**src/rtl/pipe_stage_skid_pkg.sv**
```systemverilog
// Shared types and helpers for the pipeline-stage skid register.
// Holds the default entry layout, the bubble instruction and the counter saturation helper.
package pipe_pkg;

    localparam int unsigned ENTRY_INSTR_W = 32;
    localparam int unsigned ENTRY_PC_W    = 32;

    localparam logic [ENTRY_INSTR_W-1:0] NOP_WORD_DEF = '0;

    typedef struct packed {
        logic [ENTRY_INSTR_W-1:0] instr;
        logic [ENTRY_PC_W-1:0]    pcplus;
        logic                     irq;
        logic                     valid;
    } stage_entry_t;

    // Increment that sticks at the all-ones value of a counter `width` bits wide.
    function automatic logic [31:0] sat_inc(input logic [31:0] value, input int unsigned width);
        logic [31:0] limit;
        limit = (width >= 32) ? '1 : ((32'd1 << width) - 32'd1);
        return (value >= limit) ? value : value + 32'd1;
    endfunction

endpackage

```
**src/rtl/pipe_stage_skid_if.sv**
```systemverilog
// Handshake bundle between two pipeline stages: upstream beat in, downstream beat out.
interface pipe_stage_skid_if
    import pipe_pkg::*;
#(
    parameter int unsigned INSTR_W = ENTRY_INSTR_W,
    parameter int unsigned PC_W    = ENTRY_PC_W
);

    logic               in_valid;
    logic               in_ready;
    logic [INSTR_W-1:0] in_instr;
    logic [PC_W-1:0]    in_pcplus;
    logic               in_irq;

    logic               out_valid;
    logic               out_ready;
    logic [INSTR_W-1:0] out_instr;
    logic [PC_W-1:0]    out_pcplus;
    logic               out_irq;

    // The stage itself.
    modport slave (
        input  in_valid, in_instr, in_pcplus, in_irq, out_ready,
        output in_ready, out_valid, out_instr, out_pcplus, out_irq
    );

    // The surrounding pipeline: fetch side drives beats, decode side drives out_ready.
    modport master (
        output in_valid, in_instr, in_pcplus, in_irq, out_ready,
        input  in_ready, out_valid, out_instr, out_pcplus, out_irq
    );

endinterface

```
**src/rtl/pipe_stage_skid_slot.sv**
```systemverilog
// One pipeline entry register {instr, pcplus, irq, valid}; used for both the main and skid slots.
module pipe_slot
    import pipe_pkg::*;
#(
    parameter int unsigned        INSTR_W  = ENTRY_INSTR_W,
    parameter int unsigned        PC_W     = ENTRY_PC_W,
    parameter logic [INSTR_W-1:0] NOP_WORD = INSTR_W'(NOP_WORD_DEF)
) (
    input  logic               clk,
    input  logic               reset,
    input  logic               load,
    input  logic               clear,
    input  logic               bubble,
    input  logic [INSTR_W-1:0] d_instr,
    input  logic [PC_W-1:0]    d_pcplus,
    input  logic               d_irq,
    input  logic [PC_W-1:0]    bub_pcplus,
    output logic [INSTR_W-1:0] q_instr,
    output logic [PC_W-1:0]    q_pcplus,
    output logic               q_irq,
    output logic               q_valid
);

    // bubble: empty with a new pcplus; clear: empty keeping pcplus; load: take the beat.
    always_ff @(posedge clk or negedge reset) begin
        if (!reset) begin
            q_instr  <= NOP_WORD;
            q_pcplus <= '0;
            q_irq    <= 1'b0;
            q_valid  <= 1'b0;
        end else if (bubble) begin
            q_instr  <= NOP_WORD;
            q_pcplus <= bub_pcplus;
            q_irq    <= 1'b0;
            q_valid  <= 1'b0;
        end else if (clear) begin
            q_instr  <= NOP_WORD;
            q_irq    <= 1'b0;
            q_valid  <= 1'b0;
        end else if (load) begin
            q_instr  <= d_instr;
            q_pcplus <= d_pcplus;
            q_irq    <= d_irq;
            q_valid  <= 1'b1;
        end
    end

endmodule

```
**src/rtl/pipe_stage_skid.sv**
```systemverilog
// IF/ID-style pipeline stage: main + skid entry with valid/ready, flush-to-bubble,
// sticky interrupt carry across flushes and a saturating bubble counter.
module pipe_stage_skid
    import pipe_pkg::*;
#(
    parameter int unsigned        INSTR_W  = 32,
    parameter int unsigned        PC_W     = 32,
    parameter logic [INSTR_W-1:0] NOP_WORD = INSTR_W'(NOP_WORD_DEF),
    parameter int unsigned        CNT_W    = 16
) (
    input  logic             clk,
    input  logic             reset,
    input  logic             flush,
    pipe_stage_skid_if.slave bus,
    output logic [CNT_W-1:0] bubble_cnt
);

    logic               m_valid, m_irq;
    logic [INSTR_W-1:0] m_instr;
    logic [PC_W-1:0]    m_pcplus;
    logic               s_valid, s_irq;
    logic [INSTR_W-1:0] s_instr;
    logic [PC_W-1:0]    s_pcplus;

    logic               in_ready_q;
    logic               irq_pending_q;

    logic               accept, advance, m_xfer, pend_eff;
    logic               m_load, m_clear, m_bubble;
    logic               s_load, s_clear;
    logic [INSTR_W-1:0] m_d_instr;
    logic [PC_W-1:0]    m_d_pcplus;
    logic               m_d_irq;
    logic               s_valid_next;
    logic               pend_next;

    always_comb begin
        accept   = bus.in_valid & in_ready_q;
        advance  = bus.out_ready | ~m_valid;
        m_xfer   = m_valid & bus.out_ready;
        // A pending irq already rides on main until main transfers; after that it is spent.
        pend_eff = irq_pending_q & ~m_xfer;

        m_d_instr  = s_valid ? s_instr  : bus.in_instr;
        m_d_pcplus = s_valid ? s_pcplus : bus.in_pcplus;
        m_d_irq    = (s_valid ? s_irq : bus.in_irq) | pend_eff;

        m_load       = 1'b0;
        m_clear      = 1'b0;
        m_bubble     = 1'b0;
        s_load       = 1'b0;
        s_clear      = 1'b0;
        s_valid_next = s_valid;
        pend_next    = pend_eff;

        if (flush) begin
            m_bubble     = 1'b1;
            s_clear      = 1'b1;
            s_valid_next = 1'b0;
            pend_next    = pend_eff
                         | (m_valid & m_irq & ~bus.out_ready)
                         | (s_valid & s_irq)
                         | bus.in_irq;
        end else if (advance) begin
            if (s_valid) begin
                m_load = 1'b1;
                if (accept) begin
                    s_load       = 1'b1;
                    s_valid_next = 1'b1;
                end else begin
                    s_clear      = 1'b1;
                    s_valid_next = 1'b0;
                end
            end else if (accept) begin
                m_load = 1'b1;
            end else begin
                m_clear = 1'b1;
            end
        end else if (accept) begin
            s_load       = 1'b1;
            s_valid_next = 1'b1;
        end
    end

    pipe_slot #(
        .INSTR_W  (INSTR_W),
        .PC_W     (PC_W),
        .NOP_WORD (NOP_WORD)
    ) u_main (
        .clk        (clk),
        .reset      (reset),
        .load       (m_load),
        .clear      (m_clear),
        .bubble     (m_bubble),
        .d_instr    (m_d_instr),
        .d_pcplus   (m_d_pcplus),
        .d_irq      (m_d_irq),
        .bub_pcplus (bus.in_pcplus),
        .q_instr    (m_instr),
        .q_pcplus   (m_pcplus),
        .q_irq      (m_irq),
        .q_valid    (m_valid)
    );

    pipe_slot #(
        .INSTR_W  (INSTR_W),
        .PC_W     (PC_W),
        .NOP_WORD (NOP_WORD)
    ) u_skid (
        .clk        (clk),
        .reset      (reset),
        .load       (s_load),
        .clear      (s_clear),
        .bubble     (1'b0),
        .d_instr    (bus.in_instr),
        .d_pcplus   (bus.in_pcplus),
        .d_irq      (bus.in_irq),
        .bub_pcplus (s_pcplus),
        .q_instr    (s_instr),
        .q_pcplus   (s_pcplus),
        .q_irq      (s_irq),
        .q_valid    (s_valid)
    );

    always_ff @(posedge clk or negedge reset) begin
        if (!reset) begin
            in_ready_q    <= 1'b1;
            irq_pending_q <= 1'b0;
            bubble_cnt    <= '0;
        end else begin
            in_ready_q    <= ~s_valid_next;
            irq_pending_q <= pend_next;
            if (!m_valid)
                bubble_cnt <= CNT_W'(sat_inc(32'(bubble_cnt), CNT_W));
        end
    end

    assign bus.in_ready   = in_ready_q;
    assign bus.out_valid  = m_valid;
    assign bus.out_instr  = m_instr;
    assign bus.out_pcplus = m_pcplus;
    assign bus.out_irq    = m_irq;

endmodule

```
**src/flat_wrapper.sv**
```systemverilog
// flat-port wrapper written by rule: the top's interface ports become plain ports
module pipe_stage_skid_flat import pipe_pkg::*;
#(
    parameter int unsigned        INSTR_W  = 32,
    parameter int unsigned        PC_W     = 32,
    parameter logic [INSTR_W-1:0] NOP_WORD = INSTR_W'(NOP_WORD_DEF),
    parameter int unsigned        CNT_W    = 16
)
  (clk, reset, flush, bubble_cnt, bus_in_valid, bus_in_instr, bus_in_pcplus, bus_in_irq, bus_out_ready, bus_in_ready, bus_out_valid, bus_out_instr, bus_out_pcplus, bus_out_irq);
  pipe_stage_skid_if #(.INSTR_W(INSTR_W), .PC_W(PC_W)) bus_i ();
  input  logic clk;
  input  logic reset;
  input  logic flush;
  output logic [CNT_W-1:0] bubble_cnt;
  input wire logic [$bits(bus_i.in_valid)-1:0] bus_in_valid;
  input wire logic [$bits(bus_i.in_instr)-1:0] bus_in_instr;
  input wire logic [$bits(bus_i.in_pcplus)-1:0] bus_in_pcplus;
  input wire logic [$bits(bus_i.in_irq)-1:0] bus_in_irq;
  input wire logic [$bits(bus_i.out_ready)-1:0] bus_out_ready;
  output wire logic [$bits(bus_i.in_ready)-1:0] bus_in_ready;
  output wire logic [$bits(bus_i.out_valid)-1:0] bus_out_valid;
  output wire logic [$bits(bus_i.out_instr)-1:0] bus_out_instr;
  output wire logic [$bits(bus_i.out_pcplus)-1:0] bus_out_pcplus;
  output wire logic [$bits(bus_i.out_irq)-1:0] bus_out_irq;
  assign bus_i.in_valid = bus_in_valid;
  assign bus_i.in_instr = bus_in_instr;
  assign bus_i.in_pcplus = bus_in_pcplus;
  assign bus_i.in_irq = bus_in_irq;
  assign bus_i.out_ready = bus_out_ready;
  assign bus_in_ready = bus_i.in_ready;
  assign bus_out_valid = bus_i.out_valid;
  assign bus_out_instr = bus_i.out_instr;
  assign bus_out_pcplus = bus_i.out_pcplus;
  assign bus_out_irq = bus_i.out_irq;
  pipe_stage_skid #(.INSTR_W(INSTR_W), .PC_W(PC_W), .NOP_WORD(NOP_WORD), .CNT_W(CNT_W)) u_core (.clk(clk), .reset(reset), .flush(flush), .bus(bus_i), .bubble_cnt(bubble_cnt));
endmodule
```
**config.mk**
```make
export PLATFORM = sky130hd
export DESIGN_NAME = pipe_stage_skid_flat
export DESIGN_NICKNAME = d
export VERILOG_FILES = /design/src/rtl/pipe_stage_skid_pkg.sv /design/src/rtl/pipe_stage_skid_if.sv /design/src/rtl/pipe_stage_skid_slot.sv /design/src/rtl/pipe_stage_skid.sv /design/src/flat_wrapper.sv
export SDC_FILE = /design/constraint.sdc
export NUM_CORES = 1
export LEC_CHECK = 0
export BUFFER_PORTS_ARGS = -buffer_cell sky130_fd_sc_hd__buf_2
export CAP_MARGIN = 40
export CORE_ASPECT_RATIO = 0.9
export CORE_MARGIN = 2
export CORE_UTILIZATION = 30
export CTS_BUF_LIST = sky130_fd_sc_hd__clkbuf_4
export DETAILED_ROUTE_END_ITERATION = 10
export GPL_ROUTABILITY_DRIVEN = 0
export SYNTH_ARGS = -nofsm -noshare
export SYNTH_HDL_FRONTEND = slang
export SYNTH_SLANG_ARGS = --single-unit
```
**constraint.sdc**
```tcl
create_clock -name clk -period 4.2 [get_ports clk]
set_input_delay 0.63 -clock clk [delete_from_list [all_inputs] [get_ports clk]]
set_output_delay 0.63 -clock clk [all_outputs]
set_load 0.01 [all_outputs]
```
=== Yosys cells after proc, flatten, opt, wreduce, memory -nomap -nowiden ===
Index checks and enable logic that the tools add are counted.

* Reductions and logical operators: 6
* Muxes and demuxes: 40
* Bitwise gates (word level): 17
* Add/sub/neg operators: 1
* Eq/ne operators: 1
* $lt $le $gt $ge: 1

{| class="wikitable"
|+ Operator list
! kind !! count
|-
| 32-bit 2-to-1 mux || 10
|-
| 1-bit 2-to-1 mux || 30
|-
| 16-bit by 1-bit adder with 16-bit output (second input constant) || 1
|-
| 16-bit greater-or-equal comparator (second input constant) || 1
|-
| 1-bit bitwise AND || 6
|-
| 1-bit NOT || 6
|-
| 2-bit AND reduction || 3
|-
| 1-bit OR || 5
|-
| 2-bit nonzero test || 2
|-
| 3-bit nonzero test || 1
|-
| 2-bit != test (second input constant) || 1
|}

* Flip-flop bits (word level): 150
* Input bits: 70
* Word-level logic and storage cells: 77

=== Depth between registers and ports, before layout ===
Gate-level depths: netlist of the first run.

* Depth after elaboration: 8
* Gate-level depth with buffers: 7
* Depth with buffers taken out: 5

=== Modules after synthesis ===
A second synthesis of the first run with hierarchy kept.

* Cells, all modules: 751
* Area total of the unflattened synthesis: 8,205.4 um^2

{| class="wikitable"
|+ By module, submodules not included
! module !! cells an instance !! area each (um^2) !! times used
|-
| pipe_slot || 291 || 3,199.3 || 2
|-
| pipe_stage_skid || 169 || 1,806.7 || 1
|}

=== Worst setup path after synthesis of the first run ===
OpenSTA, ideal clock, no wires.

* Path kind: input to register
* Start: input port flush
* End: register u_core.u_skid.q_pcplus[26]
* Data required time: 4.075 ns
* Stages: 5
* Arrival: 1.699 ns
* Path buffers: 1
* Path slack: 2.376 ns
* Cells stage by stage: nor3b_4 > nor2_1 > nor2_2 > buf_2 > mux2_2

* Word-level cells in the longest chain between the ends: 3

{| class="wikitable"
|+ Ends and longest elaborated chain
! what !! line !! source
|-
| start: declaration || flat_wrapper.sv:13 || <nowiki>input logic flush;</nowiki>
|-
| 1-bit 2-to-1 mux || pipe_stage_skid.sv:56 || <nowiki>if (flush) begin</nowiki>
|-
| 1-bit NOT (no source line) || -- ||
|-
| 2-bit AND reduction (no source line) (*) || -- ||
|-
| end signal: assignment || pipe_stage_skid_slot.sv:33 || <nowiki>q_pcplus <= bub_pcplus;</nowiki>
|-
| end signal: assignment || pipe_stage_skid_slot.sv:42 || <nowiki>q_pcplus <= d_pcplus;</nowiki>
|-
| end: declaration || pipe_stage_skid_slot.sv:19 || <nowiki>output logic [PC_W-1:0] q_pcplus,</nowiki>
|}

Every way passes the cells marked *; elsewhere a longest branch is shown, timed or not.
A chain may end at the register's enable or synchronous reset.

=== Worst setup path after layout of the first run ===
* Start: register u_core.u_main.q_valid
* End: register u_core.u_main.q_pcplus[1]

* Word-level cells in the longest chain between the ends: 6

{| class="wikitable"
|+ Ends and longest elaborated chain
! what !! line !! source
|-
| start: declaration || pipe_stage_skid_slot.sv:21 || <nowiki>output logic q_valid</nowiki>
|-
| start signal: assignment || pipe_stage_skid_slot.sv:30 || <nowiki>q_valid <= 1'b0;</nowiki>
|-
| start signal: assignment || pipe_stage_skid_slot.sv:35 || <nowiki>q_valid <= 1'b0;</nowiki>
|-
| start signal: assignment || pipe_stage_skid_slot.sv:39 || <nowiki>q_valid <= 1'b0;</nowiki>
|-
| 1-bit NOT (no source line) (*) || -- ||
|-
| 1-bit OR (*) || pipe_stage_skid.sv:39 || <nowiki>advance = bus.out_ready | ~m_valid;</nowiki>
|-
| 1-bit 2-to-1 mux || pipe_stage_skid.sv:64 || <nowiki>end else if (advance) begin</nowiki>
|-
| 1-bit 2-to-1 mux || pipe_stage_skid.sv:56 ||
|-
| 2-bit != test (no source line) / 2-bit nonzero test (equally long branches) || -- ||
|-
| 2-bit AND reduction (no source line) (*) || -- ||
|-
| end signal: assignment || pipe_stage_skid_slot.sv:33 ||
|-
| end signal: assignment || pipe_stage_skid_slot.sv:42 ||
|-
| end: declaration || pipe_stage_skid_slot.sv:19 ||
|}

Marks and branches as above.

==> results.json, run 1 <==
{
  "maxSlewViolCount": 0,
  "core_um2": 20700,
  "r2r_start": "u_core.u_main.q_valid$_DFFE_PN0P_",
  "area_growth_pct": 23.2,
  "synth_compound_area_share_pct": 11.5,
  "place_hpwl_mm": 9.68,
  "synth.area.mux_share_pct": 16.1,
  "globalRouteOverflowTotal": 0,
  "leakage_nw": 3.56,
  "yosys.area_share.adder_pct": 0.199,
  "postCtsResizedCells": 0,
  "critPathCaptureType": "flop",
  "grt_start_max_net_pins": 88,
  "hold_end": "u_core.u_skid.q_pcplus[0]$_DFFE_PN0P_",
  "hold_start": "bus_in_pcplus[0]",
  "postRouteAntennaNets": 0,
  "p_per_area_nw_per_um2": 426,
  "io_buffers": 152,
  "track_usage_pct": 13.8,
  "cts_tree": "done",
  "rsz0062_at_grt": "no",
  "routed-via-count": 4402,
  "cp.arrival_ns": 2.58,
  "timing.final.ws_setup_ns": 2.09,
  "drv_cap": 0,
  "relSlewSlack_pct": 45.6,
  "clkTransAtPathRegs_ns": 0.15,
  "drt_pre_antenna_iters": 4,
  "synth-simple-area-share_pct": 8.04,
  "fp.dieW_um": 157,
  "h-tree-depth": 4,
  "reg2reg_depth": 5,
  "synthDistinctLibCells": 46,
  "synth-seq-cells": 150,
  "drt-total-wl_mm": 14.6,
  "tns_ns": 0,
  "viasPerCell": 4.57,
  "timing.final.hold_violations": 0,
  "route.detailed.drc": 0,
  "grt_pass1_vias": 4487,
  "grt_first_pass_wirelength_mm": 23.9,
  "antenna_found_initial": 2,
  "min_delay_path_depth": 2,
  "rrSetupSlack_ns": 2.09,
  "reg2reg_to": "u_core.u_main.q_pcplus[1]$_DFFE_PN0P_",
  "critPathKind": "flop to flop",
  "finalCritPeriodShare_pct": 50.2,
  "postCtsHoldBufs": 1,
  "fmax_ghz": 0.474,
  "synth_edf_count": 0,
  "ys_seq_area_share_pct": 59.7,
  "start_util_pct": 30.4,
  "cp.required_ns": 4.67,
  "cts.sinks": 150,
  "nets": 734,
  "start_kind": "flop",
  "drt_iter0_drc": 167,
  "fp-row-count": 50,
  "setup_viol": 0,
  "syn_nets": 583,
  "hold_ws_ns": 0.300,
  "outcome": "completed",
  "synth_top_family_by_area": "multiplexers",
  "cts_root_buffer": "clkbuf_4",
  "numCtsBuffers": 17,
  "period_needed_ns": 2.11,
  "tightest_slew_ns": 0.813,
  "synth-xor-area-share_pct": 1.95,
  "syn_area_per_cell_um2": 12.3,
  "drive_gt1_share_pct": 34.3,
  "ir_drop_mv": 0.183,
  "async_flop_share_pct": 100,
  "netlist_area_um2": 6290,
  "cts_setup_buffers": 0,
  "synth_ff_type": "dfrtp_1",
  "cts_buffer_depth": 2,
  "crit_fanout": 34,
  "die_y_um": 141,
  "place_ws_ns": 1.85,
  "synthCells": 512,
  "wl_per_cell_um": 15.2,
  "hp-class": "input port to flop",
  "die_area_um2": 22100,
  "clk_latency_ns": 0.55,
  "io-pin-count": 153,
  "fin_skew_ns": 0.0207,
  "yosys_warnings": 0
}
## layout make-up
type | instances | area (µm²)
multi-input combinational | 329 | 2410
tap | 286 | 358
inverter | 2 | 7.51
sequential | 150 | 3760
fill | 2067 | 13000
clock inverter | 15 | 188
clock buffer | 17 | 128
antenna | 2 | 5.00
timing repair buffer | 163 | 897
## Yosys cell counts (5+ instances only)
cell type	count	area [µm²]
o21ai_0	30	150
buf_4	6	45.0
dfrtp_1	149	3730
mux2_1	8	90.1
xor2_1	9	78.8
mux2_2	25	282
xnor2_1	5	43.8
a22o_1	34	298
nand2_1	41	154
buf_2	8	40.0
nor2_1	38	143
a21oi_1	36	180
clkbuf_1	15	56.3
mux2i_1	64	641
## worst max-delay path, cell delays in order (launching register included)
cell and delay [ns]:
dfrtp_1 0.51, nor2b_1 0.22, o21bai_4 0.67, buf_4 0.44
nor2_1 0.07, a21oi_1 0.13
## placed cells by master, fill, tap and decap left out, drive strengths merged, types with 9 or more instances in the layout
cell,netlist,routed
o21ai,33,33
nor2,39,39
clkbuf,15,17
a22o,34,34
mux2i,64,64
buf,16,162
a21oi,36,36
nand2,41,41
inv,2,9
xor2,9,9
dfrtp,149,149
mux2,33,33
## per-stage QoR
step / util (%) / instances / instance area [µm²] / total power [mW]
finish: 37.4 / 964 / 7750 / 3.30
global route: 37.4 / 964 / 7750 / 3.51
CTS: 37.4 / 962 / 7740 / 3.36
detailed placement: 35.8 / 929 / 7420 / 2.36
global placement: 35.7 / 928 / 7390 / 2.34
floorplan: - / 512 / 6290 / 2.10
## cell families after synthesis
family                     after synthesis
muxes                                   97
AOI/OAI and AO/OA                      112
xor gates and xnor gates                14
and+or+nand+nor                        105
buffers and inverters                   33
adders and majority gates                1
DFF                                    150
## power breakdown
part / internal [mW] / total (mW) / switching, mW
clock: 0.381 / 0.985 / 0.604
sequential: 1.64 / 1.79 / 0.150
combinational: 0.259 / 0.526 / 0.267
## layer usage
layer	vias up	share of wire [%]	GRT usage [%]
met1	2166	49	19.3
li1	2134	-	-
met4	0	1.6	4.73
met3	17	3.5	3.54
met2	85	46	20.8
met5	-	0	0
## sequential cells by signal, summed over array words and instances, names as in the netlist
name	count
u_core.u_main.q_instr	32
u_core.u_main.q_pcplus	32
u_core.u_skid.q_instr	32
u_core.u_skid.q_pcplus	32
u_core.bubble_cnt	16
u_core.bus.in_ready	1
u_core.irq_pending_q	1
u_core.u_main.q_irq	1
u_core.u_main.q_valid	1
u_core.u_skid.q_irq	1
u_core.u_skid.q_valid	1
## how the worst max path moves through the flow
stage                                      start                                     end  slack [ns]  cells past startpoint
2_1_floorplan                              flush  u_core.u_skid.q_pcplus[26]$_DFFE_PN0P_        2.38                      5
4_1_cts        u_core.u_main.q_valid$_DFFE_PN0P_   u_core.u_main.q_pcplus[1]$_DFFE_PN0P_        2.07                      5
3_3_place_gp                               flush   u_core.u_skid.q_pcplus[6]$_DFFE_PN0P_        1.91                      6
5_1_grt        u_core.u_main.q_valid$_DFFE_PN0P_   u_core.u_main.q_pcplus[1]$_DFFE_PN0P_        1.88                      5
3_5_place_dp                               flush  u_core.u_skid.q_pcplus[18]$_DFFE_PN0P_        1.85                      6
6_report       u_core.u_main.q_valid$_DFFE_PN0P_   u_core.u_main.q_pcplus[1]$_DFFE_PN0P_        2.09                      5
Power figures use the tool's default switching activity.
==> run 2, diff against run 1 <==
ABC_AREA = 1   (was unset)
clock period = 2.15 ns   (was 4.2 ns; I/O delays follow)
==> run 2 against run 1 <==
  * Cell count rose by 37%
  * Setup slack got worse by 1.9 ns
  * Power rose by 93%
  * Cell area rose by 14%
  * Sequential share of layout area fell by 6.1 points
  * Non-clock buffer count rose by 67
  * Sequential power rose by 93%
  * Largest cell class unchanged
  * Highest routed layer is now met5
==> results.json, run 2 <==
{
  "tns_ns": 0,
  "reg2reg_to": "u_core.u_skid.q_pcplus[28]$_DFFE_PN0P_",
  "yosys_warnings": 0,
  "clkTransAtPathRegs_ns": 0.13,
  "synth_edf_count": 0,
  "tightest_slew_ns": 0.479,
  "start_util_pct": 30.5,
  "grt_pass1_vias": 5739,
  "clk_latency_ns": 0.55,
  "final_cell_mix": "nand2_1, buf_2, dfrtp_1",
  "drive_gt1_share_pct": 21.2,
  "netlist.area_leader.share_pct": 54.3,
  "slowest_stage": "dfrtp_1",
  "rrSetupSlack_ns": 0.23,
  "globalRouteOverflowTotal": 0,
  "hold_start": "bus_in_pcplus[1]",
  "synth-seq-cells": 150,
  "crit_top_cell": "nand2_4",
  "finalCritPeriodShare_pct": 89.2,
  "start_kind": "flop",
  "async_flop_share_pct": 100,
  "cp.depth": 8,
  "critPathCaptureType": "flop",
  "timing.final.ws_setup_ns": 0.231,
  "syn_nets": 875,
  "utilization_pct": 39.3,
  "timing.final.hold_violations": 0,
  "cts_buffer_depth": 2,
  "yosys-top-cells-area": "dfrtp_1, nand2_1, o21ai_0, nand3_1, inv_1",
  "synthCells": 804,
  "crit_family": "simple AND/OR/NAND/NOR gates",
  "synth_ff_type": "dfrtp_1",
  "final_area_um2": 8850,
  "relSlewSlack_pct": 68.1,
  "fill_cells": 2284,
  "slowest_delay_ns": 0.53,
  "hp-class": "input port to flop",
  "synthDistinctLibCells": 29,
  "routed-via-count": 5942,
  "min_delay_path_depth": 3,
  "postRouteAntennaNets": 0,
  "critPathKind": "flop to flop",
  "netlist_top_cells_count": "nand2_1, dfrtp_1, inv_1",
  "fmax_ghz": 0.521,
  "h-tree-depth": 4,
  "core_um2": 22500,
  "instances_no_fill": 1320,
  "track_usage_pct": 15.2,
  "hold_end": "u_core.u_skid.q_pcplus[1]$_DFFE_PN0P_",
  "drt_iter0_drc": 306,
  "ir_drop_mv": 0.247,
  "io_buffers": 152,
  "antenna_found_initial": 2,
  "cp.required_ns": 2.57,
  "yosys.area_share.adder_pct": 0.182,
  "yosysTopAreaCell": "dfrtp_1",
  "grt_start_max_net_pins": 67,
  "synth_top_family_by_area": "simple AND/OR/NAND/NOR gates",
  "drt_pre_antenna_iters": 4,
  "nets": 1080,
  "route.detailed.drc": 0,
  "path_buf_inv": 2,
  "place_hpwl_mm": 11.3,
  "outcome": "completed",
  "ys_seq_area_share_pct": 54.7,
  "synth.area.mux_share_pct": 3.94,
  "wl_per_cell_um": 13.4,
  "drt-total-wl_mm": 17.6,
  "setup_viol": 0,
  "mostFrequentLayoutCell": "nand2_1",
  "netlist_area_um2": 6870,
  "grt_first_pass_wirelength_mm": 29.4,
  "numCtsBuffers": 17,
  "dp_cells": 1225,
  "syn_area_per_cell_um2": 8.54,
  "area_growth_pct": 28.9,
  "cp-startpoint": "u_core.u_main.q_valid$_DFFE_PN0P_",
  "leakage_nw": 4.59,
  "cts_root_buffer": "clkbuf_4",
  "io-pin-count": 153,
  "fp.dieW_um": 163,
  "cts.sinks": 150,
  "cts_tree": "done",
  "r2r_start": "u_core.u_main.q_valid$_DFFE_PN0P_",
  "synth-xor-area-share_pct": 0.638,
  "total_power_mw": 6.39,
  "fin_skew_ns": 0.0305,
  "die_area_um2": 24100,
  "fp-row-count": 52,
  "hold_ws_ns": 0.0842,
  "synth_compound_area_share_pct": 11.9,
  "crit_chain": "nand2_2 -> nor2_8 -> inv_2 -> nand2_4 -> nand2_4 -> buf_12 -> nand2_1 -> o21ai_2",
  "reg2reg_depth": 8,
  "synth-simple-area-share_pct": 20.1,
  "place_ws_ns": 0.0558,
  "maxSlewViolCount": 0,
  "rsz0062_at_grt": "no",
  "crit_fanout": 66,
  "cp.arrival_ns": 2.34,
  "period_needed_ns": 1.92,
  "synth.most_common_cell": "nand2_1",
  "drv_cap": 0,
  "p_per_area_nw_per_um2": 721,
  "die_y_um": 148,
  "place_area_um2": 7970,
  "viasPerCell": 4.50
}
## run 2: per-layer routing
layer / track usage (%) / wire length [µm]
met1: 21.3 / 8770
met2: 23.6 / 7890
met3: 4.15 / 811
met4: 3.68 / 162
met5: 0 / 13
## run 2: worst max path at each step
| stage | slack [ns] | end |
|---|---|---|
| finish | 0.23 | u_core.u_skid.q_pcplus[28]$_DFFE_PN0P_ |
| global placement | 0.10 | u_core.bubble_cnt[15]$_DFFE_PN0P_ |
| detailed placement | 0.06 | u_core.bubble_cnt[14]$_DFFE_PN0P_ |
| global route | 0.04 | u_core.u_skid.q_pcplus[2]$_DFFE_PN0P_ |
| floorplan | 0.53 | u_core.bubble_cnt[15]$_DFFE_PN0P_ |
| CTS | 0.04 | u_core.bubble_cnt[14]$_DFFE_PN0P_ |
## run 2: final cells by class
cell class / count / area (µm²) / share of cell area, %
flip-flops and latches: 150 / 3760 / 42.4
multi-input cells: 520 / 2540 / 28.7
repair buffers: 230 / 1580 / 17.9
well taps: 297 / 372 / 4.20
inverters: 90 / 338 / 3.82
clock buffers: 18 / 135 / 1.53
clock inverters: 14 / 126 / 1.43
diodes: 1 / 2.50 / 0.0283
## run 2: kinds of logic after synthesis
kind of cell / after synthesis
compound gates: 155
xor+xnor: 5
fa+ha+maj: 1
buf+inv: 134
flops: 150
mux: 27
simple gates: 332
## run 2: tightest hold or removal path: cells and delay by family
kind | cells | cell delay (ns)
AO/OA/AOI/OAI | 1 | 0.08
buffers and inverters | 2 | 0.16
## run 2: what timing repair did
item / CTS / global route
endpoints found under the hold margin: 109 / 0
hold buffers: 62 / 0
buffers inserted: 0 / 0
setup endpoints to repair: 0 / 8
gates resized for setup: 0 / 1
## run 2: where the power goes
part / switching, mW / internal, mW / leakage [nW]
Clock: 1.10 / 0.599 / 0.137
Sequential: 0.244 / 3.20 / 1.95
Combinational: 0.706 / 0.537 / 2.50
==> run 3, diff against run 2 <==
CORE_MARGIN = 8   (was 2)
==> run 3 against run 2 <==
  * Count of clock-buffer cells in the layout did not move
  * Die area rose by 16%
  * Sequential power barely moved
  * Highest routed layer is now met4
==> results.json, run 3 (synthesis gave the netlist of run 2 again) <==
{
  "leakage_nw": 4.56,
  "io-pin-count": 153,
  "crit_chain": "nand2_2 -> nor2_8 -> inv_2 -> nand2_4 -> nand2_4 -> buf_12 -> o21ai_0",
  "final_cell_mix": "nand2_1, buf_2, dfrtp_1",
  "cts_tree": "done",
  "utilization_pct": 39.1,
  "maxSlewViolCount": 0,
  "fp-row-count": 52,
  "drt_iter0_drc": 374,
  "hold_start": "bus_in_instr[6]",
  "place_area_um2": 7940,
  "nets": 1074,
  "reg2reg_depth": 7,
  "start_kind": "flop",
  "cp.required_ns": 2.59,
  "grt_first_pass_wirelength_mm": 31.6,
  "h-tree-depth": 4,
  "tightest_slew_ns": 0.524,
  "clkTransAtPathRegs_ns": 0.14,
  "p_per_area_nw_per_um2": 739,
  "fmax_ghz": 0.527,
  "ir_drop_mv": 0.324,
  "fill_cells": 2329,
  "crit_top_cell": "nand2_4",
  "globalRouteOverflowTotal": 0,
  "reg2reg_to": "u_core.u_skid.q_pcplus[3]$_DFFE_PN0P_",
  "cts_root_buffer": "clkbuf_4",
  "antenna_found_initial": 1,
  "final_area_um2": 8810,
  "grt_pass1_vias": 6005,
  "critPathCaptureType": "flop",
  "numCtsBuffers": 17,
  "die_y_um": 160,
  "place_hpwl_mm": 12.1,
  "die_area_um2": 28000,
  "track_usage_pct": 13.7,
  "outcome": "completed",
  "drt_pre_antenna_iters": 5,
  "drive_gt1_share_pct": 21.1,
  "cts_setup_buffers": 0,
  "grt_start_max_net_pins": 70,
  "core_um2": 22500,
  "timing.final.hold_violations": 0,
  "hold_end": "u_core.u_skid.q_instr[6]$_DFFE_PN0P_",
  "area_growth_pct": 28.3,
  "cts.sinks": 150,
  "fp.dieW_um": 175,
  "r2r_start": "u_core.u_main.q_valid$_DFFE_PN0P_",
  "drv_cap": 0,
  "critPathKind": "flop to flop",
  "io_buffers": 152,
  "slowest_stage": "dfrtp_1",
  "tns_ns": 0,
  "viasPerCell": 4.52,
  "cts_buffer_depth": 2,
  "start_util_pct": 30.5,
  "wl_per_cell_um": 14.2,
  "fin_skew_ns": 0.0218,
  "drt-total-wl_mm": 18.6,
  "cp.arrival_ns": 2.34,
  "routed-via-count": 5938,
  "min_delay_path_depth": 3,
  "setup_viol": 0,
  "rrSetupSlack_ns": 0.25,
  "slowest_delay_ns": 0.52,
  "crit_fanout": 69,
  "route.detailed.drc": 0,
  "rsz0062_at_grt": "no",
  "clk_latency_ns": 0.54,
  "period_needed_ns": 1.90,
  "finalCritPeriodShare_pct": 88.2,
  "hp-class": "input port to flop",
  "relSlewSlack_pct": 65.1,
  "postRouteAntennaNets": 0,
  "mostFrequentLayoutCell": "nand2_1"
}
## run 3: changes by cell type in the layout (fill, tap and decap cells not counted), sizes merged
cell / delta
buf: -2
bufinv: +1
clkinv: -1
clkinvlp: +1
dlygate4sd3: -4
inv: -1
## run 3: power by group
group / leakage (nW) / internal (mW) / switching, mW
clock: 0.140 / 0.712 / 1.12
sequential: 1.95 / 3.20 / 0.238
combinational: 2.47 / 0.524 / 0.714
total: 4.56 / 4.44 / 2.07
## run 3: what timing repair did
action | CTS | global route
setup endpoints to repair | 0 | 8
endpoints found under the hold margin | 105 | 1
hold buffers | 57 | 1
resized for setup | 0 | 1
## run 3: worst max path at each step
stage,start,end,slack (ns),depth (start not counted)
floorplan,u_core.bubble_cnt[0]$_DFFE_PN0P_,u_core.bubble_cnt[15]$_DFFE_PN0P_,0.53,9
CTS,u_core.bubble_cnt[1]$_DFFE_PN0P_,u_core.bubble_cnt[5]$_DFFE_PN0P_,0.004,9
global route,u_core.bubble_cnt[1]$_DFFE_PN0P_,u_core.bubble_cnt[5]$_DFFE_PN0P_,0.06,9
global placement,u_core.bubble_cnt[1]$_DFFE_PN0P_,u_core.bubble_cnt[15]$_DFFE_PN0P_,0.10,9
detailed placement,u_core.bubble_cnt[1]$_DFFE_PN0P_,u_core.bubble_cnt[5]$_DFFE_PN0P_,0.04,9
finish,u_core.u_main.q_valid$_DFFE_PN0P_,u_core.u_skid.q_pcplus[3]$_DFFE_PN0P_,0.25,7
## run 3: critical path, delay by kind of cell, from the launching register on
kind / cells / cell delay [ns]
AO/OA/AOI/OAI: 1 / 0.22
flip-flops: 1 / 0.52
AND/OR/NAND/NOR: 4 / 0.67
buffers and inverters: 2 / 0.36
## run 3: metal layers
layer  global-route usage, %  routed length (µm)
met3                    3.96                1140
met1                    18.7                9090
met2                    21.1                8220
met5                       0                   0
met4                    3.00                 161
## run 3: stage by stage
step / hold slack (ns) / std cells / total power, mW / setup WS (ns)
6_report: 0.0702 / 1314 / 6.51 / 0.253
5_1_grt: 0.0172 / 1313 / 6.94 / 0.0628
2_1_floorplan: 0.0269 / 804 / 4.14 / 0.532
3_3_place_gp: 0.319 / 1223 / 4.63 / 0.100
4_1_cts: 0.000439 / 1312 / 6.63 / 0.00441
3_5_place_dp: 0.319 / 1223 / 4.67 / 0.0434
## run 3: layout make-up
class                   instances  area, µm²  share of cell area [%]
clock inverters                14        150                    1.70
clock buffers                  18        135                    1.53
flip-flops and latches        150       3760                    42.6
multi-input cells             520       2540                    28.9
well taps                     297        372                    4.22
repair buffers                224       1520                    17.2
diodes                          1       2.50                  0.0284
inverters                      90        338                    3.83
